`config.mk`:
```
export PLATFORM = sky130hd
export DESIGN_NAME = spi_slave_rx
export DESIGN_NICKNAME = d
export VERILOG_FILES = /design/src/rtl/spi_slave_rx.sv
export SDC_FILE = /design/constraint.sdc
export NUM_CORES = 1
export LEC_CHECK = 0
export BUFFER_PORTS_ARGS = -buffer_cell sky130_fd_sc_hd__buf_2
export CORE_MARGIN = 2
export CORE_UTILIZATION = 56
export CTS_CLUSTER_DIAMETER = 40
export DETAILED_ROUTE_END_ITERATION = 16
export GPL_ROUTABILITY_DRIVEN = 0
export PLACE_DENSITY = 0.82
export SLEW_MARGIN = 30
export SYNTH_ARGS = -nofsm -noshare
export SYNTH_HDL_FRONTEND = slang
export SYNTH_SLANG_ARGS = --single-unit
export TNS_END_PERCENT = 10
```
`constraint.sdc`:
```
create_clock -name clk -period 3.7 [get_ports clk]
set_clock_uncertainty 0.05 [all_clocks]
set_input_delay 0.185 -clock clk [delete_from_list [all_inputs] [get_ports clk]]
set_output_delay 0.185 -clock clk [all_outputs]
set_load 0.005 [all_outputs]
```
`src/rtl/spi_slave_rx.sv`:
```
// Purpose: SPI mode-0 slave receiver; oversamples CS/SCLK/MOSI in clk and deserialises F_SIZE-bit MSB-first frames.
// Latency: rx_data/rx_valid update 2 clk edges after the synchroniser first captures SCLK=1 for the last bit.
// Backpressure: a frame completing while rx_valid=1 and rx_ready=0 is dropped and sets sticky overrun.
// Build option: define SPI_SLAVE_MISO_EN to enable the MISO reply path (tx_data/tx_ack); otherwise MISO and tx_ack are tied 0.
module spi_slave_rx #(
   parameter int F_SIZE  = 8,
   parameter int C_SIZE  = $clog2(F_SIZE) + 1,
   parameter int FC_SIZE = 8
) (
   input  logic               clk,
   input  logic               rst,
   input  logic               CS,
   input  logic               SCLK,
   input  logic               MOSI,
   output logic               MISO,
   output logic [F_SIZE-1:0]  rx_data,
   output logic               rx_valid,
   input  logic               rx_ready,
   input  logic [F_SIZE-1:0]  tx_data,
   output logic               tx_ack,
   output logic               overrun,
   output logic               frame_err,
   output logic [FC_SIZE-1:0] frame_cnt,
   output logic               busy
);

   localparam logic [0:0] IDLE   = 1'b0;
   localparam logic [0:0] ACTIVE = 1'b1;

   logic              cs_s1, cs_s2, cs_s3;
   logic              sclk_s1, sclk_s2, sclk_s3;
   logic              mosi_s1, mosi_s2;
   logic [0:0]        state;
   logic [C_SIZE-1:0] bit_cnt;
   logic [F_SIZE-2:0] shift_reg;

   logic              sclk_rise, sclk_fall, cs_fall, cs_rise;
   logic              in_active, last_bit, frame_done;
   logic [F_SIZE-1:0] frame_word;

   // Bring the asynchronous SPI pins into clk; the third stage gives edge detection.
   always_ff @(posedge clk) begin
      if (rst) begin
         cs_s1   <= 1'b1;
         cs_s2   <= 1'b1;
         cs_s3   <= 1'b1;
         sclk_s1 <= 1'b0;
         sclk_s2 <= 1'b0;
         sclk_s3 <= 1'b0;
         mosi_s1 <= 1'b0;
         mosi_s2 <= 1'b0;
      end else begin
         cs_s1   <= CS;
         cs_s2   <= cs_s1;
         cs_s3   <= cs_s2;
         sclk_s1 <= SCLK;
         sclk_s2 <= sclk_s1;
         sclk_s3 <= sclk_s2;
         mosi_s1 <= MOSI;
         mosi_s2 <= mosi_s1;
      end
   end

   assign sclk_rise  = sclk_s2 & ~sclk_s3;
   assign sclk_fall  = ~sclk_s2 & sclk_s3;
   assign cs_fall    = ~cs_s2 & cs_s3;
   assign cs_rise    = cs_s2 & ~cs_s3;
   assign in_active  = (state == ACTIVE);
   assign last_bit   = (bit_cnt == C_SIZE'(F_SIZE - 1));
   // A rising SCLK that coincides with CS going high belongs to no frame.
   assign frame_done = in_active & ~cs_rise & sclk_rise & last_bit;
   assign frame_word = {shift_reg, mosi_s2};
   assign busy       = in_active;

   // Frame FSM: track CS, shift MOSI on SCLK rise, flag frames cut short by CS.
   always_ff @(posedge clk) begin
      if (rst) begin
         state     <= IDLE;
         bit_cnt   <= '0;
         shift_reg <= '0;
         frame_err <= 1'b0;
      end else begin
         frame_err <= 1'b0;
         case (state)
            IDLE: begin
               if (cs_fall) begin
                  state   <= ACTIVE;
                  bit_cnt <= '0;
               end
            end
            ACTIVE: begin
               if (cs_rise) begin
                  state     <= IDLE;
                  bit_cnt   <= '0;
                  frame_err <= (bit_cnt != '0);
               end else if (sclk_rise) begin
                  shift_reg <= frame_word[F_SIZE-2:0];
                  bit_cnt   <= last_bit ? '0 : bit_cnt + 1'b1;
               end
            end
            default: state <= IDLE;
         endcase
      end
   end

   // Output holding register with valid/ready handshake, drop-on-full and frame counting.
   always_ff @(posedge clk) begin
      if (rst) begin
         rx_data   <= '0;
         rx_valid  <= 1'b0;
         overrun   <= 1'b0;
         frame_cnt <= '0;
      end else begin
         if (frame_done) begin
            frame_cnt <= frame_cnt + 1'b1;
            if (!rx_valid || rx_ready) begin
               rx_data  <= frame_word;
               rx_valid <= 1'b1;
            end else begin
               overrun <= 1'b1;
            end
         end else if (rx_valid && rx_ready) begin
            rx_valid <= 1'b0;
         end
      end
   end

`ifdef SPI_SLAVE_MISO_EN
   logic [F_SIZE-1:0] tx_shift;
   logic              skip_fall;

   // Reply shifter: load at CS fall and at each frame end, shift on SCLK fall.
   // The SCLK fall that trails the last bit of a frame must not consume the MSB
   // of the reply just loaded for the next frame, so that one fall is skipped.
   always_ff @(posedge clk) begin
      if (rst) begin
         tx_shift  <= '0;
         skip_fall <= 1'b0;
         tx_ack    <= 1'b0;
      end else begin
         tx_ack <= 1'b0;
         if (!in_active && cs_fall) begin
            tx_shift  <= tx_data;
            tx_ack    <= 1'b1;
            skip_fall <= 1'b0;
         end else if (frame_done) begin
            tx_shift  <= tx_data;
            tx_ack    <= 1'b1;
            skip_fall <= 1'b1;
         end else if (in_active && sclk_fall) begin
            if (skip_fall) begin
               skip_fall <= 1'b0;
            end else begin
               tx_shift <= {tx_shift[F_SIZE-2:0], 1'b0};
            end
         end
      end
   end

   assign MISO = in_active & tx_shift[F_SIZE-1];
`else
   logic unused_tx_data;

   assign unused_tx_data = ^tx_data;
   assign MISO           = 1'b0;
   assign tx_ack         = 1'b0;
`endif

endmodule

```
==> metrics.log <==
INFO  metric final_max_slew_viol_count = 0
INFO  metric boundaryPins = 36
INFO  metric timing_hold_violations_final = 0
INFO  metric layout-area-overhead-vs-synth = 13.03%
INFO  metric first_global_vias = 1,154
INFO  metric critical-path-top-delay-family = simple AND/OR/NAND/NOR gates
INFO  metric ratio_of_cells_with_drive_above_1_in_the_final_layout = 20.20%
INFO  metric synth_flop_cell = sky130_fd_sc_hd__dfxtp_1
INFO  metric critical_path.reg2reg.endpoint = rx_data[0]
INFO  metric critPathBufInv = 0
INFO  metric clock_tree.root_cell = sky130_fd_sc_hd__clkbuf_4
INFO  metric remaining_drc_errors = 0
INFO  metric grt_use_total = 19.73%
INFO  metric peakVddDrop = 0.0003888 V
INFO  metric die_w = 57.19 um
INFO  metric routedWlPerCell = 12.75 um
INFO  metric multiInputGateArea = 747.0 sq um
INFO  metric synth_edf_count = 0
INFO  metric maxClockFrequency = 0.4935 GHz
INFO  metric worst_skew_pair.late_latency = 0.35 ns
INFO  metric total_clock_buffers_created_by_cts = 5
INFO  metric grt_first_pass_wirelength = 4.988 mm
INFO  metric share_of_async_settable_or_async_resettable_flops_after_synthesis = 0%
INFO  metric synthesis.instances = 170
INFO  metric synth-seq-area-share = 49.29%
INFO  metric postRouteAntennaNets = 0
INFO  metric crit_type = flip-flop to flip-flop
INFO  metric synth_cell_type_count = 36
INFO  metric max-slew-margin-rel = 50.44%
INFO  metric drt-total-wl = 2.919 mm
INFO  metric worst_slew_pin_slew = 0.7379 ns
INFO  metric floorplan.die.height = 57.19 um
INFO  metric num_antenna_cells = 0
INFO  metric hold_path_end = rx_valid
INFO  metric design_power_total = 0.6678 mW
INFO  metric yosys_register_bits = 39
INFO  metric drtIter0Drc = 46
INFO  metric yosysWarnings = 0
INFO  metric tritoncts_clock_tree = yes
INFO  metric vias = 1,280
INFO  metric core_area = 2710 sq um
INFO  metric post-synth-top-area-cell = sky130_fd_sc_hd__dfxtp_1
INFO  metric most_repeated_cell_in_the_gate_level_netlist_after_synthesis = sky130_fd_sc_hd__dfxtp_1
INFO  metric end_kind = flip-flop
INFO  metric timing.critical_path.cells = ha_1, nand3b_1, nor4_4, mux2i_1, nor2_1
INFO  metric setup.worst_path.start_class = flip-flop
INFO  metric finalSetupTns = 0 ns
INFO  metric pre_cts_slack = 1.712 ns
INFO  metric final.setup.worst_slack = 1.674 ns
INFO  metric cp_data_arrival_time = 2.20 ns
INFO  metric fin_area = 1790 sq um
INFO  metric syn_area_per_cell = 9.318 sq um
INFO  metric synth_top_cells_by_area = sky130_fd_sc_hd__dfxtp_1 (49%), sky130_fd_sc_hd__a21oi_1 (6.0%), sky130_fd_sc_hd__mux2i_1 (5.7%)
INFO  metric critical_path_peak_fanout = 8
INFO  metric reg2reg_from = bit_cnt[0]
INFO  metric grt_max_degree = 39
INFO  metric start_util = 58.45%
INFO  metric cts_max_path_buffers = 2
INFO  metric dp.cells = 218
INFO  metric critical_path_max_stage_delay = 0.60 ns
INFO  metric cap_viol_max_count = 0
INFO  metric detailedPlacementHpwl = 1.985 mm
INFO  metric worstHoldPathType = input port to flip-flop
INFO  metric grt_antenna_before_repair = 0
INFO  metric leak_pwr = 0.7072 nW
INFO  metric placement_rows = 19
INFO  metric number_of_endpoints_failing_setup_at_the_final_stage = 0
INFO  metric synth_top_area_share = 49.29%
INFO  metric post_drt_via_cell_ratio = 5.590
INFO  metric n_fill_cell = 235
INFO  metric min_path_cells = 4
INFO  metric dr.pass1.iters = 4
INFO  metric ys_top_cells_by_count = sky130_fd_sc_hd__dfxtp_1 (39), sky130_fd_sc_hd__a21oi_1 (19), sky130_fd_sc_hd__nor2_1 (18)
INFO  metric mappedNetlistArea = 1584 sq um
INFO  metric cts.htree.levels = 2
INFO  metric finalNonFillerCells = 229
INFO  metric critical_path_required = 3.87 ns
INFO  metric reg2regPathDepth = 5
INFO  metric critical_path.slowest_cell = sky130_fd_sc_hd__nor4_4
INFO  metric cts.sinks = 39
INFO  metric fin_hold_ws = 0.1194 ns
INFO  metric rsz0062_at_grt = no
INFO  metric reg2reg_setup_slack = 1.67 ns
INFO  metric timing.final.crit_share = 54.77%
INFO  metric grt_total_ovfl = 0
INFO  metric nNetsFinal = 214
INFO  metric power-per-cell-area = 373.0 nW/um^2
INFO  metric floorplan.die_area = 3270 sq um
INFO  metric outcome = finished clean
INFO  metric critical_path_cell_count = 5
INFO  metric dp_area = 1703 sq um
INFO  metric portBuffers = 25
INFO  metric final.min_clock_period = 2.026 ns
INFO  metric finalCoreUtilization = 66.07%
INFO  metric clkTransAtPathRegs = 0.12 ns
INFO  metric holdCritStartpoint = rx_ready
INFO  metric regArea = 780.7 sq um
-- per-layer routing --
| layer | wire length (um) | vias up | global-route usage [%] | part of all wire [%] |
|---|---|---|---|---|
| met1 | 1238 | 601 | 22.33 | 42 |
| li1 | - | 643 | - | - |
| met5 | 0 | - | 0 | 0 |
| met3 | 151 | 2 | 8.163 | 5.2 |
| met4 | 25 | 0 | 5.648 | 0.86 |
| met2 | 1503 | 34 | 34.15 | 51 |
-- worst min-delay path, stage by stage --
cell	delay (ns)
sky130_fd_sc_hd__buf_2	0.08
sky130_fd_sc_hd__nor2b_1	0.07
sky130_fd_sc_hd__nor2_1	0.11
sky130_fd_sc_hd__nor2_1	0.04
-- layout make-up --
type | count | area share [%]
clock inverters | 3 | 1.118
inverters | 3 | 0.6289
well taps | 31 | 2.166
flip-flops and latches | 39 | 43.61
repair buffers | 28 | 8.665
multi-input cells | 120 | 41.72
clock buffers | 5 | 2.096
-- report_power, final --
part | total [mW] | internal, mW | switching, mW
Sequential | 0.428 | 0.424 | 0.00395
Combinational | 0.0231 | 0.00952 | 0.0136
Clock | 0.217 | 0.0725 | 0.144
Total | 0.668 | 0.506 | 0.162
-- kinds of logic after synthesis --
logic type	share of synthesized area (%)
fa+ha+maj	2.370
flops	49.29
compound gates	12.48
other cells	0.2367
simple gates	24.49
buf+inv	3.791
mux	5.687
xor+xnor	1.659
-- cells in the final DEF (no fill, tap or decap), types with 3 or more instances in the layout --
cell	n
sky130_fd_sc_hd__o21ai_0	14
sky130_fd_sc_hd__or2_2	3
sky130_fd_sc_hd__nand2_1	13
sky130_fd_sc_hd__ha_1	3
sky130_fd_sc_hd__a21oi_1	19
sky130_fd_sc_hd__inv_1	3
sky130_fd_sc_hd__or3_1	3
sky130_fd_sc_hd__dlygate4sd3_1	3
sky130_fd_sc_hd__nor2_1	18
sky130_fd_sc_hd__buf_2	25
sky130_fd_sc_hd__nor2b_1	7
sky130_fd_sc_hd__mux2i_1	9
sky130_fd_sc_hd__nand4_1	6
sky130_fd_sc_hd__dfxtp_1	39
sky130_fd_sc_hd__clkbuf_4	5
-- worst max path at each step --
stage / slack [ns] / from / end
4_1_cts: 1.66 / bit_cnt[0] / rx_data[0]
6_report: 1.67 / bit_cnt[0] / rx_data[0]
2_1_floorplan: 2.01 / bit_cnt[0] / rx_data[0]
5_1_grt: 1.47 / bit_cnt[0] / rx_data[0]
3_3_place_gp: 1.79 / bit_cnt[0] / rx_data[3]
3_5_place_dp: 1.71 / bit_cnt[0] / rx_data[5]
-- timing repair --
item,in CTS,in global routing
endpoints found under the hold margin,3,0
gates resized for setup,0,0
hold buffers,3,0
setup buffers,0,0
(Power assumes the default switching activity.)
